## src/rtl/wb_host_pkg.sv

```systemverilog
// rtl/wb_host_pkg.sv - shared state type and constants for the Wishbone host master
package wb_host_pkg;

    typedef enum logic [1:0] {
        IDLE = 2'd0,
        BUS  = 2'd1,
        RESP = 2'd2
    } wb_state_t;

    localparam int DEFAULT_TIMEOUT_CYCLES = 255;

    // Counter must be able to hold values up to TIMEOUT_CYCLES
    function automatic int timeout_cnt_width(input int timeout_cycles);
        return $clog2(timeout_cycles + 1);
    endfunction

endpackage

```

## src/rtl/wb_host_master.sv

```systemverilog
// rtl/wb_host_master.sv - Wishbone classic single-transfer initiator with timeout
module wb_host_master
    import wb_host_pkg::*;
#(
    parameter int TIMEOUT_CYCLES = DEFAULT_TIMEOUT_CYCLES
) (
    input  logic        wb_clk_i,
    input  logic        wb_rst_n_i,
    input  logic        cmd_valid_i,
    output logic        cmd_ready_o,
    input  logic        cmd_we_i,
    input  logic [31:0] cmd_adr_i,
    input  logic [31:0] cmd_dat_i,
    input  logic [3:0]  cmd_sel_i,
    output logic        rsp_valid_o,
    input  logic        rsp_ready_i,
    output logic [31:0] rsp_dat_o,
    output logic        rsp_err_o,
    output logic        wbm_cyc_o,
    output logic        wbm_stb_o,
    output logic        wbm_we_o,
    output logic [3:0]  wbm_sel_o,
    output logic [31:0] wbm_adr_o,
    output logic [31:0] wbm_dat_o,
    input  logic        wbm_ack_i,
    input  logic [31:0] wbm_dat_i
);

    localparam int            CW       = timeout_cnt_width(TIMEOUT_CYCLES);
    localparam logic [CW-1:0] CNT_LAST = CW'(TIMEOUT_CYCLES - 1);

    wb_state_t   state_q, state_d;
    logic [CW-1:0] cnt_q, cnt_d;
    logic        cyc_q, cyc_d;
    logic        we_q, we_d;
    logic [3:0]  sel_q, sel_d;
    logic [31:0] adr_q, adr_d;
    logic [31:0] wdat_q, wdat_d;
    logic        rsp_valid_q, rsp_valid_d;
    logic [31:0] rsp_dat_q, rsp_dat_d;
    logic        rsp_err_q, rsp_err_d;
    logic        cmd_ready_q, cmd_ready_d;

    // State and every output are registered; reset drops cyc/stb without waiting for a clock
    always_ff @(posedge wb_clk_i or negedge wb_rst_n_i) begin
        if (!wb_rst_n_i) begin
            state_q     <= IDLE;
            cnt_q       <= '0;
            cyc_q       <= 1'b0;
            we_q        <= 1'b0;
            sel_q       <= '0;
            adr_q       <= '0;
            wdat_q      <= '0;
            rsp_valid_q <= 1'b0;
            rsp_dat_q   <= '0;
            rsp_err_q   <= 1'b0;
            cmd_ready_q <= 1'b0;
        end else begin
            state_q     <= state_d;
            cnt_q       <= cnt_d;
            cyc_q       <= cyc_d;
            we_q        <= we_d;
            sel_q       <= sel_d;
            adr_q       <= adr_d;
            wdat_q      <= wdat_d;
            rsp_valid_q <= rsp_valid_d;
            rsp_dat_q   <= rsp_dat_d;
            rsp_err_q   <= rsp_err_d;
            cmd_ready_q <= cmd_ready_d;
        end
    end

    // Next-state and next-output decode; ACK takes priority over the timeout
    always_comb begin
        state_d     = state_q;
        cnt_d       = cnt_q;
        cyc_d       = cyc_q;
        we_d        = we_q;
        sel_d       = sel_q;
        adr_d       = adr_q;
        wdat_d      = wdat_q;
        rsp_valid_d = rsp_valid_q;
        rsp_dat_d   = rsp_dat_q;
        rsp_err_d   = rsp_err_q;

        case (state_q)
            IDLE: begin
                if (cmd_valid_i && cmd_ready_q) begin
                    we_d    = cmd_we_i;
                    adr_d   = cmd_adr_i;
                    wdat_d  = cmd_dat_i;
                    sel_d   = cmd_sel_i;
                    cyc_d   = 1'b1;
                    cnt_d   = '0;
                    state_d = BUS;
                end
            end
            BUS: begin
                if (wbm_ack_i) begin
                    rsp_dat_d   = we_q ? 32'd0 : wbm_dat_i;
                    rsp_err_d   = 1'b0;
                    rsp_valid_d = 1'b1;
                    cyc_d       = 1'b0;
                    state_d     = RESP;
                end else if (cnt_q == CNT_LAST) begin
                    rsp_dat_d   = 32'd0;
                    rsp_err_d   = 1'b1;
                    rsp_valid_d = 1'b1;
                    cyc_d       = 1'b0;
                    state_d     = RESP;
                end else begin
                    cnt_d = cnt_q + CW'(1);
                end
            end
            RESP: begin
                if (rsp_ready_i) begin
                    rsp_valid_d = 1'b0;
                    state_d     = IDLE;
                end
            end
            default: begin
                cyc_d       = 1'b0;
                rsp_valid_d = 1'b0;
                state_d     = IDLE;
            end
        endcase

        // Registered from the next state so it reads 0 while in reset and 1 once running in IDLE
        cmd_ready_d = (state_d == IDLE);
    end

    assign cmd_ready_o = cmd_ready_q;
    assign rsp_valid_o = rsp_valid_q;
    assign rsp_dat_o   = rsp_dat_q;
    assign rsp_err_o   = rsp_err_q;
    assign wbm_cyc_o   = cyc_q;
    assign wbm_stb_o   = cyc_q;
    assign wbm_we_o    = we_q;
    assign wbm_sel_o   = sel_q;
    assign wbm_adr_o   = adr_q;
    assign wbm_dat_o   = wdat_q;

endmodule

```

## config.mk

```make
export PLATFORM = sky130hd
export DESIGN_NAME = wb_host_master
export DESIGN_NICKNAME = d
export VERILOG_FILES = /design/src/rtl/wb_host_pkg.sv /design/src/rtl/wb_host_master.sv
export SDC_FILE = /design/constraint.sdc
export NUM_CORES = 1
export LEC_CHECK = 0
export CORE_UTILIZATION = 40
export DETAILED_ROUTE_END_ITERATION = 10
export GPL_ROUTABILITY_DRIVEN = 0
export GPL_TIMING_DRIVEN = 0
export PLACE_DENSITY = 0.74
export SYNTH_ARGS = -nofsm -noshare
export SYNTH_HDL_FRONTEND = slang
export SYNTH_SLANG_ARGS = --single-unit
```

## constraint.sdc

```tcl
create_clock -name wb_clk_i -period 3.05 [get_ports wb_clk_i]
set_input_delay 0.61 -clock wb_clk_i [delete_from_list [all_inputs] [get_ports wb_clk_i]]
set_output_delay 0.61 -clock wb_clk_i [all_outputs]
set_load 0.005 [all_outputs]
```

# Word-level counts from Yosys, hierarchy flattened
# Index checks and enable logic that the tools add are counted.
[word_totals]
reg_bits = 115
word_cells = 53
[classes]
add_sub_neg = 1
eq_ne = 8
muxes = 21
bitwise_logic = 2
reduce_logical = 10
[ops]
columns = ["op", "count"]
rows = [
  ["$mux W32", 3],
  ["$mux W8", 3],
  ["$pmux W8 S2", 1],
  ["$add A8 B1 Y8 const B", 1],
  ["$eq A8 B8 Y1 const B", 1],
  ["$mux W2", 4],
  ["$ne A2 B2 Y1 const B", 4],
  ["$mux W1", 7],
  ["$pmux W1 S3", 2],
  ["$pmux W2 S3", 1],
  ["$reduce_and A3 Y1", 2],
  ["$logic_not A2 Y1", 2],
  ["$reduce_and A2 Y1", 2],
  ["$reduce_and A4 Y1", 1],
  ["$reduce_bool A2 Y1", 2],
  ["$ne A3 B3 Y1 const B", 1],
  ["$eq A2 B1 Y1 const B", 1],
  ["$eq A2 B2 Y1 const B", 1],
  ["$not A1 Y1", 2],
  ["$logic_and A1 B1 Y1", 1],
]

# Logic depth before layout (Yosys ltp)
# Gate-level depths: netlist of the first run.
[depth]
ltp_word = 5
ltp_mapped = 6
mapped_depth_nobuf = 5

# Worst setup path before layout of the first run
# No wires, ideal clock.
[synth_timing]
path_kind = "register to register"
from = "reg cnt_q[0]"
to = "reg rsp_dat_q[10], in the netlist rsp_dat_o[10]"
setup_time_ns = 0.126
t_arrival_ns = 1.386
setup_slack_ns = 1.538
path_stages_with_launch = 7
synth_period_minus_slack_ns = 1.512
path_cell_list = "dfrtp_1 > inv_1 > ha_1 > and3_2 > a21oi_4 > buf_6 > a221o_1"
[synth_via]
elab_chain_cells = 3
[synth_rtl]
columns = ["item", "line", "text"]
rows = [
  ["start, declared", "wb_host_master.sv:33", "logic [CW-1:0] cnt_q, cnt_d;"],
  ["start signal, assigned", "wb_host_master.sv:60", "cnt_q <= cnt_d;"],
  ["$eq A8 B8 Y1", "wb_host_master.sv:105", "end else if (cnt_q == CNT_LAST) begin"],
  ["$reduce_bool A2 Y1 (no line)", "-", ""],
  ["$reduce_and A2 Y1 (no line)", "-", ""],
  ["end signal, assigned", "wb_host_master.sv:67", "rsp_dat_q <= rsp_dat_d;"],
  ["end, declared", "wb_host_master.sv:40", "logic [31:0] rsp_dat_q, rsp_dat_d;"],
]
# Every way passes these cells.
# A chain may end at the register's enable or synchronous reset.

# Final worst setup path of the first run
[layout_timing]
from = "reg we_q, in the netlist wbm_we_o"
to = "out wbm_we_o"
[layout_lines]
columns = ["item", "line", "text"]
rows = [
  ["start, declared", "wb_host_master.sv:35", "logic we_q, we_d;"],
  ["start signal, assigned", "wb_host_master.sv:62", "we_q <= we_d;"],
  ["end, declared", "wb_host_master.sv:21", "output logic wbm_we_o,"],
]
# No word-level cell between the ends.

==> results_dict.tcl, run 1 <==
set metrics [dict create \
    overflow 0 \
    ant_nets 0 \
    yosysTopAreaCellShare_pct 60.3 \
    status "finished, violations left" \
    start_util_pct 41.4 \
    ys.flop_type "dfrtp_1" \
    worstReg2RegStart "cnt_q[0]" \
    utilization_pct 67.3 \
    fin_area_mm2 0.00775 \
    finalCriticalPeriod_ns 2.01 \
    vias 4219 \
    path_class "reg2out" \
    powerDensity_mw_per_mm2 1010 \
    reg2reg_depth 6 \
    worstPathRequired_ns 2.44 \
    antenna_found_initial 0 \
    io_pins 212 \
    synth_commonest_cells "214 x nand2_1, 115 x dfrtp_1, 35 x and2_1" \
    ys_ff_latch 115 \
    area_delta_synth_final_pct 62.5 \
    finClkSkew_ns 0.00860 \
    grt_pass1_vias 4422 \
    max_freq_mhz 498 \
    critPathMaxStageDelay_ns 0.57 \
    async_flop_share_pct 100 \
    placed_area_mm2 0.00709 \
    hpwl_mm 9.37 \
    grt_max_degree 89 \
    nNetsFinal 811 \
    critPathLaunchType "register" \
    rsz0062_at_grt "no" \
    post-synth-top-count-cell "nand2_1" \
    viasPerCell 4.91 \
    drtIter0Drc 225 \
    dpl.cell_count 827 \
    antenna_cells 0 \
    maxSlewHeadroom_pct 69.3 \
    whs_ns 0.0710 \
    finalSetupViolations 0 \
    syn_area_per_cell_um2 10.1 \
    path_depth 1 \
    drv_slew 0 \
    finalCritPeriodShare_pct 65.9 \
    worst_pin_slew_ns 0.461 \
    reg2reg_slack_ns 1.33 \
    vdd_ir_drop_max_mv 0.478 \
    yosysSeqAreaShare_pct 60.3 \
    drt-total-wl_mm 12.9 \
    cpMaxStageDelayCell "clkdlybuf4s50_1" \
    clk_path_buf_depth 2 \
    fp.dieW_um 111 \
    drive_gt1_share_pct 8.52 \
    drtPass1Iterations 8 \
    fin_cells 859 \
    reg2reg_to "rsp_dat_o[14]" \
    num_rows 39 \
    crit_chain "clkdlybuf4s50_1" \
    critPathArrivalTime_ns 1.40 \
    ys_warn_count 0 \
    die_area_mm2 0.0124 \
    crit_path_end_kind "primary output" \
    cp_max_fo 3 \
    synth_top_area_cell "dfrtp_1" \
    crit_family "buffers and inverters" \
    cts.repair.resized 0 \
    numCtsBuffers 17 \
    ctsHoldBuffers 0 \
    clk_pin_slew_ns 0.05 \
    htree_levels 4 \
    grt_pass1_wl_mm 21.4 \
    grtUsageTotal_pct 21.7 \
    min_path_type "in2async" \
    path_buf_inv 1 \
    cts.root.buffer_cell "clkbuf_16" \
    synth-edff-count 0 \
    postCtsSetupBuffers 0 \
    fp.dieH_um 111 \
    p_leak_uw 0.00355 \
    synth_area_leaders "dfrtp_1 60%, nand2_1 17%, a221o_1 6.7%, and2_1 4.6%, buf_2 1.7%" \
    synth_nets 580 \
    hold_viol_final 0 \
    wl_per_cell_um 15.0 \
    numPortBuffers 211 \
    drc_errors 24 \
    syn_inst 472 \
    violations "design-rule violations" \
    ys_types 36 \
    cts_tree "done" \
    mappedNetlistArea_mm2 0.00477 \
    cap_violations 0 \
    clock_latency_ns 0.40 \
    cts.sinks 115 \
    coreArea_mm2 0.0115 \
]
-- layout make-up --
cell class	count	area, um2
flip-flops and latches	115	2880
fillers	935	3760
clock buffers	23	488
well taps	143	179
clock inverters	9	174
multi-input cells	325	1700
repair buffers	212	2140
inverters	4	15.0
plain buffers	28	181
-- cell usage in the layout, fill, tap and decap left out, types with 2 or more instances in the layout --
master and instances:
clkbuf_1 6, a21oi_1 2, buf_6 8, nor2_1 3
ha_1 2, clkbuf_16 17, a221o_1 32, dfrtp_1 115
nand4bb_1 2, inv_1 4, o21ai_0 4, a211oi_1 5
clkbuf_8 4, clkdlybuf4s50_1 210, and3_1 2, buf_2 16
nand2_1 214, and2_1 35, bufinv_16 5, mux2i_1 4
nand4_1 2, clkinv_2 3
-- how the worst max path moves through the flow --
| stage | slack [ns] | end | start |
|---|---|---|---|
| finish | 1.04 | wbm_we_o | wbm_we_o |
| detailed placement | 0.88 | cnt_q[4] | wbm_ack_i |
| CTS | 1.01 | wbm_stb_o | wbm_cyc_o |
| floorplan | 1.54 | rsp_dat_o[10] | cnt_q[0] |
| global route | 0.98 | wbm_we_o | wbm_we_o |
| global placement | -2.98 | wbm_dat_o[15] | wb_rst_n_i |
-- power breakdown --
group	switching, uW	total (uW)	internal [uW]
Clock	659	2190	1530
Combinational	1210	3020	1810
Sequential	421	2610	2190
-- stage by stage --
stage	worst slack (ns)	total power, uW	setup TNS, ns
5_1_grt	0.978	8330	0
3_5_place_dp	0.877	5650	0
6_report	1.04	7820	0
2_1_floorplan	1.54	3840	0
3_3_place_gp	-2.98	5540	-342.41
4_1_cts	1.01	7910	0
-- metal layers --
metal	wire length [um]	global-route usage (%)
met4	366	9.73
met1	5390	25.6
met2	6470	37.2
met5	0	0
met3	692	5.69
-- sequential cells by signal (all words and copies together), names as in the netlist --
register and count:
rsp_dat_o 32, wbm_adr_o 32, wbm_dat_o 32, cnt_q 8, wbm_sel_o 4, state_q 2
cmd_ready_o 1, rsp_err_o 1, rsp_valid_o 1, wbm_cyc_o 1, wbm_we_o 1
-- logic make-up (layout without fill, tap and decap cells) --
family	Yosys count	after routing	share of synthesized area, %
compound gates	51	51	9.62
fa+ha+maj	2	2	0.524
buf+inv	32	276	4.12
flops	115	115	60.3
mux	4	4	0.839
simple gates	268	268	24.6
Note: power is estimated with default switching activity, not from simulation.
==> run 2, diff against run 1 <==
--- a/config.mk
+++ b/config.mk
@@ -5,7 +5,7 @@
 export SDC_FILE = /design/constraint.sdc
 export NUM_CORES = 1
 export LEC_CHECK = 0
-export CORE_UTILIZATION = 40
+export CORE_UTILIZATION = 38
 export DETAILED_ROUTE_END_ITERATION = 10
 export GPL_ROUTABILITY_DRIVEN = 0
 export GPL_TIMING_DRIVEN = 0
==> constraint.sdc (replaced) <==
create_clock -name wb_clk_i -period 1.7 [get_ports wb_clk_i]
set_input_delay 0.34 -clock wb_clk_i [delete_from_list [all_inputs] [get_ports wb_clk_i]]
set_output_delay 0.34 -clock wb_clk_i [all_outputs]
set_load 0.005 [all_outputs]
==> results_dict.tcl, run 2 (same netlist as run 1, synthesis figures left out) <==
set metrics [dict create \
    finalCritPeriodShare_pct 98.9 \
    vias 4255 \
    p_leak_uw 0.00353 \
    start_util_pct 39.4 \
    numPortBuffers 211 \
    critPathArrivalTime_ns 1.34 \
    clk_path_buf_depth 2 \
    powerDensity_mw_per_mm2 1760 \
    hpwl_mm 9.37 \
    cpMaxStageDelayCell "clkdlybuf4s50_1" \
    num_rows 40 \
    fin_area_mm2 0.00774 \
    crit_chain "clkdlybuf4s50_1" \
    layout_common_cells "214 x nand2_1, 209 x clkdlybuf4s50_1, 114 x dfrtp_1" \
    ant_nets 0 \
    maxSlewHeadroom_pct 50.6 \
    cts.root.buffer_cell "clkbuf_16" \
    viasPerCell 4.80 \
    path_buf_inv 1 \
    critPathMaxStageDelay_ns 0.57 \
    min_path_type "in2async" \
    grtUsageTotal_pct 20.2 \
    cp_max_fo 3 \
    drt-total-wl_mm 13.0 \
    grt_pass1_vias 4269 \
    cts.sinks 115 \
    cap_violations 0 \
    ctsHoldBuffers 0 \
    fp.dieW_um 114 \
    vdd_ir_drop_max_mv 0.795 \
    nNetsFinal 813 \
    drc_errors 0 \
    fp.dieH_um 114 \
    worst_pin_slew_ns 0.741 \
    crit_family "buffers and inverters" \
    clock_latency_ns 0.40 \
    io_pins 212 \
    crit_path_end_kind "primary output" \
    cts_tree "done" \
    htree_levels 4 \
    max_freq_mhz 595 \
    coreArea_mm2 0.0121 \
    finClkSkew_ns 0.00734 \
    final_common_cell "nand2_1" \
    hold_viol_final 0 \
    status "complete, no violations" \
    drv_slew 0 \
    grt_pass1_wl_mm 20.6 \
    finalSetupViolations 0 \
    path_class "reg2out" \
    drtPass1Iterations 5 \
    die_area_mm2 0.0130 \
    finalCriticalPeriod_ns 1.68 \
    overflow 0 \
    worstPathRequired_ns 1.36 \
    clk_pin_slew_ns 0.05 \
    antenna_cells 0 \
    numCtsBuffers 17 \
    area_delta_synth_final_pct 62.3 \
    drtIter0Drc 227 \
    fillCellCount 1021 \
    fin_ws_ns 0.0191 \
    grt_max_degree 60 \
    critPathLaunchType "register" \
    antenna_found_initial 0 \
    placed_area_mm2 0.00712 \
    dp_slack_ns -0.228 \
    drive_gt1_share_pct 9.05 \
    wl_per_cell_um 14.6 \
]
-- run 2: per-layer routing --
metal,up-vias,global-route usage [%],share of wire [%]
li1,2039,-,-
met1,2048,25.1,43
met2,142,34.0,49
met3,26,4.55,6.0
met4,0,8.74,2.5
met5,-,0,0
-- run 2: power breakdown --
part / leakage [uW] / internal, uW / switching [uW]
clock network: 0.000294 / 2370 / 1190
logic: 0.00186 / 3260 / 2180
registers: 0.00137 / 3930 / 737
total: 0.00353 / 9550 / 4110
-- run 2: layout make-up --
class	count	area, um2	share of cell area, %
repair buffers	214	2150	27.8
well taps	168	210	2.71
multi-input cells	325	1710	22.1
plain buffers	28	184	2.38
clock inverters	10	131	1.70
flip-flops and latches	115	2880	37.2
inverters	4	15.0	0.194
clock buffers	22	464	5.99
-- run 2: timing repair --
action,CTS,global route
setup endpoints to repair,2,61
gates resized for setup,1,5
setup buffers,1,1
pin swaps,0,1
-- run 2: per-stage QoR --
| stage | power, uW | util (%) | hold WS (ns) | cells | TNS (ns) |
|---|---|---|---|---|---|
| finish | 13700 | 63.9 | 0.00326 | 886 | 0 |
| global route | 14600 | 63.9 | 0.0559 | 886 | -0.00441 |
| CTS | 13800 | 63.7 | 0.0262 | 885 | 0 |
| detailed placement | 10100 | 58.8 | 0.455 | 852 | -9.18 |
| global placement | 9930 | 58.6 | 0.457 | 851 | -470.49 |
| floorplan | 6890 | - | 0.0444 | 472 | 0 |
-- run 2: worst paths after layout --
path | start | endpoint | slack [ns] | cells past startpoint
max in group asynchronous | wb_rst_n_i | cnt_q[0] | 0.94 | 2
setup / recovery | cmd_ready_o | cmd_ready_o | 0.02 | 1
hold / removal | wb_rst_n_i | wbm_adr_o[12] | 0.003 | 1
hold reg to reg | wbm_dat_o[24] | wbm_dat_o[24] | 0.47 | 2
min in group wb_clk_i | cmd_dat_i[28] | wbm_dat_o[28] | 0.47 | 3
setup reg to reg | cnt_q[0] | rsp_dat_o[11] | 0.08 | 6
==> variant 1: new RTL, flow settings as in run 2 <==
Encoding of `wb_state_t`: now one-hot (3 bits for 3 states).
--- a/src/rtl/wb_host_pkg.sv
+++ b/src/rtl/wb_host_pkg.sv
@@ -2,8 +2,8 @@
 package wb_host_pkg;
 
-    typedef enum logic [1:0] {
-        IDLE = 2'd0,
-        BUS  = 2'd1,
-        RESP = 2'd2
+    typedef enum logic [2:0] {
+        IDLE = 3'b001,
+        BUS  = 3'b010,
+        RESP = 3'b100
     } wb_state_t;
 
Check against the original RTL: no difference found for any inputs over 10 cycles, from zero or initial values and one cycle with wb_rst_n_i low; not proved beyond that.
==> variant 1 against run 2 <==
Power shrank 3.5%. Sequential power shrank 2%. Worst setup slack gained 38 ps. First-iteration DRC count shrank 22%. Cell area shrank 2.4%. Sequential cell count grew 1. Highest routed layer unchanged. Routed wire length shrank 3.3%. Area after synthesis shrank 6.2%. Register-to-register slack lost 20 ps. Synthesized cell count shrank 6.1%. Global-route usage grew 1.3 points.
==> variant 1: results (changes against run 2) <==
Port Buffers=210 (was 211); placement-stage cell area=6780 µm² (was 7120 µm²); Initial DRT Pass Iterations=4 (was 5); Filler cells=874 (was 1021); Routed WL per cell=15.0 µm (was 14.6 µm); Pleak=3.56 nW (was 3.53 nW); reg2reg path depth=4 (was 6); cell count after synthesis=443 (was 472); R2R Path Start=state_q[2] (was cnt_q[0]); CP peak stage delay=510 ps (was 570 ps); Synthesized Nets=551 (was 580); top cells by count, synth=nand2_1 (210), dfrtp_1 (115), a22o_1 (32) (was nand2_1 (214), dfrtp_1 (115), and2_1 (35)); vias=3981 (was 4255); hold slack=79.7 ps (was 3.26 ps); first-pass GRT wire length=20900 µm (was 20600 µm); clock skew=13.5 ps (was 7.34 ps); final wirelength=12500 µm (was 13000 µm); outcome=completed (unchanged); slowest CP cell=or4_1 (was clkdlybuf4s50_1); largest net degree at the start of global routing=72 (was 60); Yosys cell types=34 (was 36); total track usage=21.5% (was 20.2%); Max VDD drop=0.000801 V (was 0.000795 V); reg-to-reg slack, setup=60 ps (was 80 ps); top post-synthesis cells by area=dfrtp_1 (64%), nand2_1 (18%), a22o_1 (6.3%), a21oi_1 (1.2%), clkbuf_1 (1.2%) (was dfrtp_1 (60%), nand2_1 (17%), a221o_1 (6.7%), and2_1 (4.6%), buf_2 (1.7%)); CP max FO=8 (was 3); vias in the first global route=4219 (was 4269); actual slew at the worst max-slew pin=910 ps (was 741 ps); worst r2r dst=cnt_q[3] (was rsp_dat_o[11]); pwr/cell area=1740 nW/µm² (was 1760 nW/µm²); hpwl dp=9140 µm (was 9370 µm)
## variant 1: power by group
part,total (mW),switching (mW),internal [mW]
Sequential,4.56,0.651,3.91
Clock,3.67,1.19,2.48
Combinational,4.95,1.98,2.97
## variant 1: worst max-delay path, delay by kind of cell (launching register included)
kind	cells	cell delay, ps
and+or+nand+nor	2	830
DFF	1	470
AOI/OAI and AO/OA	2	270
## variant 1: routing by layer
| metal | up-vias | wire length, µm |
|---|---|---|
| li1 | 1919 | - |
| met1 | 1885 | 5320 |
| met2 | 165 | 6030 |
| met3 | 12 | 992 |
| met4 | 0 | 196 |
| met5 | - | 0 |
## variant 1: kinds of logic (layout without fill, tap and decap cells)
group,Yosys count,after routing,synth area share (%)
adders and majority gates,2,2,0.559
buffers and inverters,31,280,3.05
xor gates and xnor gates,1,1,0.196
and+or+nand+nor,233,233,21.0
muxes,2,2,0.447
DFF,116,116,64.9
AOI/OAI and AO/OA,58,58,9.82
## variant 1: layout make-up
class | instances | share of cell area (%)
Buffer | 24 | 2.38
Clock buffer | 22 | 6.01
Clock inverter | 10 | 2.05
Inverter | 5 | 0.248
Multi-Input combinational cell | 296 | 19.6
Sequential cell | 116 | 38.4
Tap cell | 143 | 2.37
Timing Repair Buffer | 219 | 28.9
## variant 1: worst max-delay path by stage
stage / from / to / cells after the start / slack (ps)
after floorplan: state_q[0] / cnt_q[1] / 7 / 10
after global placement: wb_rst_n_i / wbm_dat_o[5] / 1 / -4050
after detailed placement: cmd_valid_i / cnt_q[1] / 7 / -530
after CTS: wbm_we_o / wbm_we_o / 1 / 0.8
after global routing: state_q[0] / wbm_adr_o[18] / 6 / -30
final: state_q[2] / cnt_q[3] / 4 / 60
==> variant 2: new RTL, settings of run 2 <==
Without the edit above. The package constant `DEFAULT_TIMEOUT_CYCLES` goes from 255 to 510.
--- a/src/rtl/wb_host_pkg.sv
+++ b/src/rtl/wb_host_pkg.sv
@@ -8,5 +8,5 @@
     } wb_state_t;
 
-    localparam int DEFAULT_TIMEOUT_CYCLES = 255;
+    localparam int DEFAULT_TIMEOUT_CYCLES = 510;
 
     // Counter must be able to hold values up to TIMEOUT_CYCLES
Behaviour: no difference found for any inputs over 10 cycles, from zero or initial values and one cycle with wb_rst_n_i low; that may be too few to reach the edited logic, so the function may still have changed.
==> variant 2 against run 2 <==
Area after synthesis shrank 7.0%. Cell area shrank 2.4%. Non-clock buffer count grew 5. Register-to-register slack lost 40 ps. Die area shrank 6.9%. Routed wire length shrank 3.7%. First-iteration DRC count shrank 32%. Power shrank 1.3%. Global-route usage grew 1.3 points. Worst setup slack gained 19 ps. Sequential cell count grew 1. Cell count shrank 5.5%. Core utilization grew 2.2 points.
==> variant 2: results (changes against run 2) <==
actual slew at the worst max-slew pin=558 ps (was 741 ps); vias in the first global route=4040 (was 4269); first-pass GRT wire length=19500 µm (was 20600 µm); post-synthesis async set-or-reset flop share=100% (unchanged); Clock Latency Late Sink=410 ps; internal power=9.48 mW (was 9.55 mW); Post-Synth XOR/XNOR Area=0.197% (was 0%); cell count after synthesis=439 (was 472); mux cell area share after synthesis=0% (was 0.839%); hpwl dp=9020 µm (was 9370 µm); root buf cell=clkbuf_16 (unchanged); post-place setup slack=-514 ps (was -228 ps); # diodes=0 (unchanged); Max VDD drop=0.00123 V (was 0.000795 V); Starting DRT DRC Count=154 (was 227); DR vias/cell=4.82 (was 4.80); CP max FO=7 (was 3); Post-Synth Adder-Cell Area=0.564% (was 0.524%); Yosys warning count=0 (unchanged); Worst-path clk slew=50 ps (about the same); Critical Path AT=2000 ps (was 1340 ps); outcome=completed (unchanged); total track usage=21.5% (was 20.2%); Seq/Total Area, Yosys=65.4% (was 60.3%); Top delay family on crit path=simple AND/OR/NAND/NOR gates (was buffers and inverters); Inst Count DP=794 (was 852); ys flop type=dfrtp_1 (unchanged); complex-gate fraction of the synthesized area=9.28% (was 9.62%); top cells by count, synth=nand2_1 (214), dfrtp_1 (116), a22o_1 (32) (was nand2_1 (214), dfrtp_1 (115), and2_1 (35)); Initial DRT Pass Iterations=5 (unchanged); Num CTS Buffers=17 (unchanged); top post-synthesis cells by area=dfrtp_1 (65%), nand2_1 (18%), a22o_1 (6.3%), clkbuf_1 (1.0%), a21oi_1 (0.90%) (was dfrtp_1 (60%), nand2_1 (17%), a221o_1 (6.7%), and2_1 (4.6%), buf_2 (1.7%)); Port Buffers=211 (unchanged); placement-stage cell area=6760 µm² (was 7120 µm²); CP peak stage delay=540 ps (was 570 ps); Yosys cell types=30 (was 36); Routed WL per cell=14.9 µm (was 14.6 µm); layout cells sized above 1=10.7% (was 9.05%); CTS H-Tree Depth=4 (unchanged); slowest CP cell=or4_4 (was clkdlybuf4s50_1); initial antenna violation count=0 (unchanged); Pleak=3.60 nW (was 3.53 nW); worst hold-check path type=in -> reg (was in -> async); clock skew=6.77 ps (was 7.34 ps); Synthesized Nets=547 (was 580); Final Non-Filler Cells=837 (was 886)
variant 2: changes by cell type after synthesis, moves of 4 or more:
cell	change
and2_1	-34
a221o_1	-32
a22o_1	+32
buf_2	-8
clkbuf_1	+8
buf_6	-7
a21oi_1	+6
a211oi_1	-5
mux2i_1	-4
variant 2: timing repair:
item | in CTS | in global routing
hold buffers | 1 | 0
endpoints found under the setup margin | 68 | 105
pin swaps | 5 | 9
gates resized for setup | 11 | 29
buffers inserted | 7 | 4
endpoints found under the hold margin | 58 | 0
variant 2: worst min-delay path: stages:
cell	delay (ps)
clkdlybuf4s50_1	390
nand2_1	50
nand2_1	40
variant 2: power by group through the flow:
stage,logic (mW),registers [mW],clock network (mW)
final,5.26,4.71,3.52
after global routing,5.83,4.86,3.75
after floorplan,1.75,4.79,0
after detailed placement,5.09,4.76,0
after CTS,5.21,4.70,3.61
after global placement,4.98,4.69,0
variant 2: final timing paths:
path,start,to,depth (start not counted),slack [ps]
hold / removal,cmd_adr_i[17],wbm_adr_o[17],3,450
setup reg to reg,state_q[1],cnt_q[7],5,40
max in group asynchronous,wb_rst_n_i,wbm_sel_o[2],3,550
min in group asynchronous,wb_rst_n_i,rsp_dat_o[28],2,470
hold reg to reg,wbm_adr_o[19],wbm_adr_o[19],2,470
setup / recovery,state_q[1],cnt_q[7],5,40
variant 2: logic make-up (layout without fill, tap and decap cells):
| logic type | Yosys count | in the layout |
|---|---|---|
| AND/OR/NAND/NOR | 239 | 239 |
| flip-flops | 116 | 116 |
| AO/OA/AOI/OAI | 54 | 54 |
| buffers and inverters | 27 | 282 |
| adder cells (fa/ha/maj) | 2 | 2 |
| XOR/XNOR | 1 | 1 |
variant 2: through the flow:
step                      total power [mW]  util, %
after detailed placement              9.84     59.2
final                                 13.5     66.2
after global placement                9.68     58.9
after floorplan                       6.54        -
after CTS                             13.5     65.2
after global routing                  14.4     66.2
variant 2: cell type report:
type / count / area (µm²)
Clock buffer: 22 / 494
Buffer: 23 / 138
Multi-Input combinational cell: 296 / 1480
Timing Repair Buffer: 224 / 2250
Sequential cell: 116 / 2900
Tap cell: 143 / 179
Inverter: 3 / 11.3
Clock inverter: 10 / 103
Fill cell: 901 / 3860
variant 2: metal layers:
metal	up-vias	part of all wire [%]	GRT usage (%)
li1	1913	-	-
met1	1950	39	23.3
met2	146	51	36.7
met3	22	8.7	7.76
met4	0	2.1	11.4
met5	-	0	0
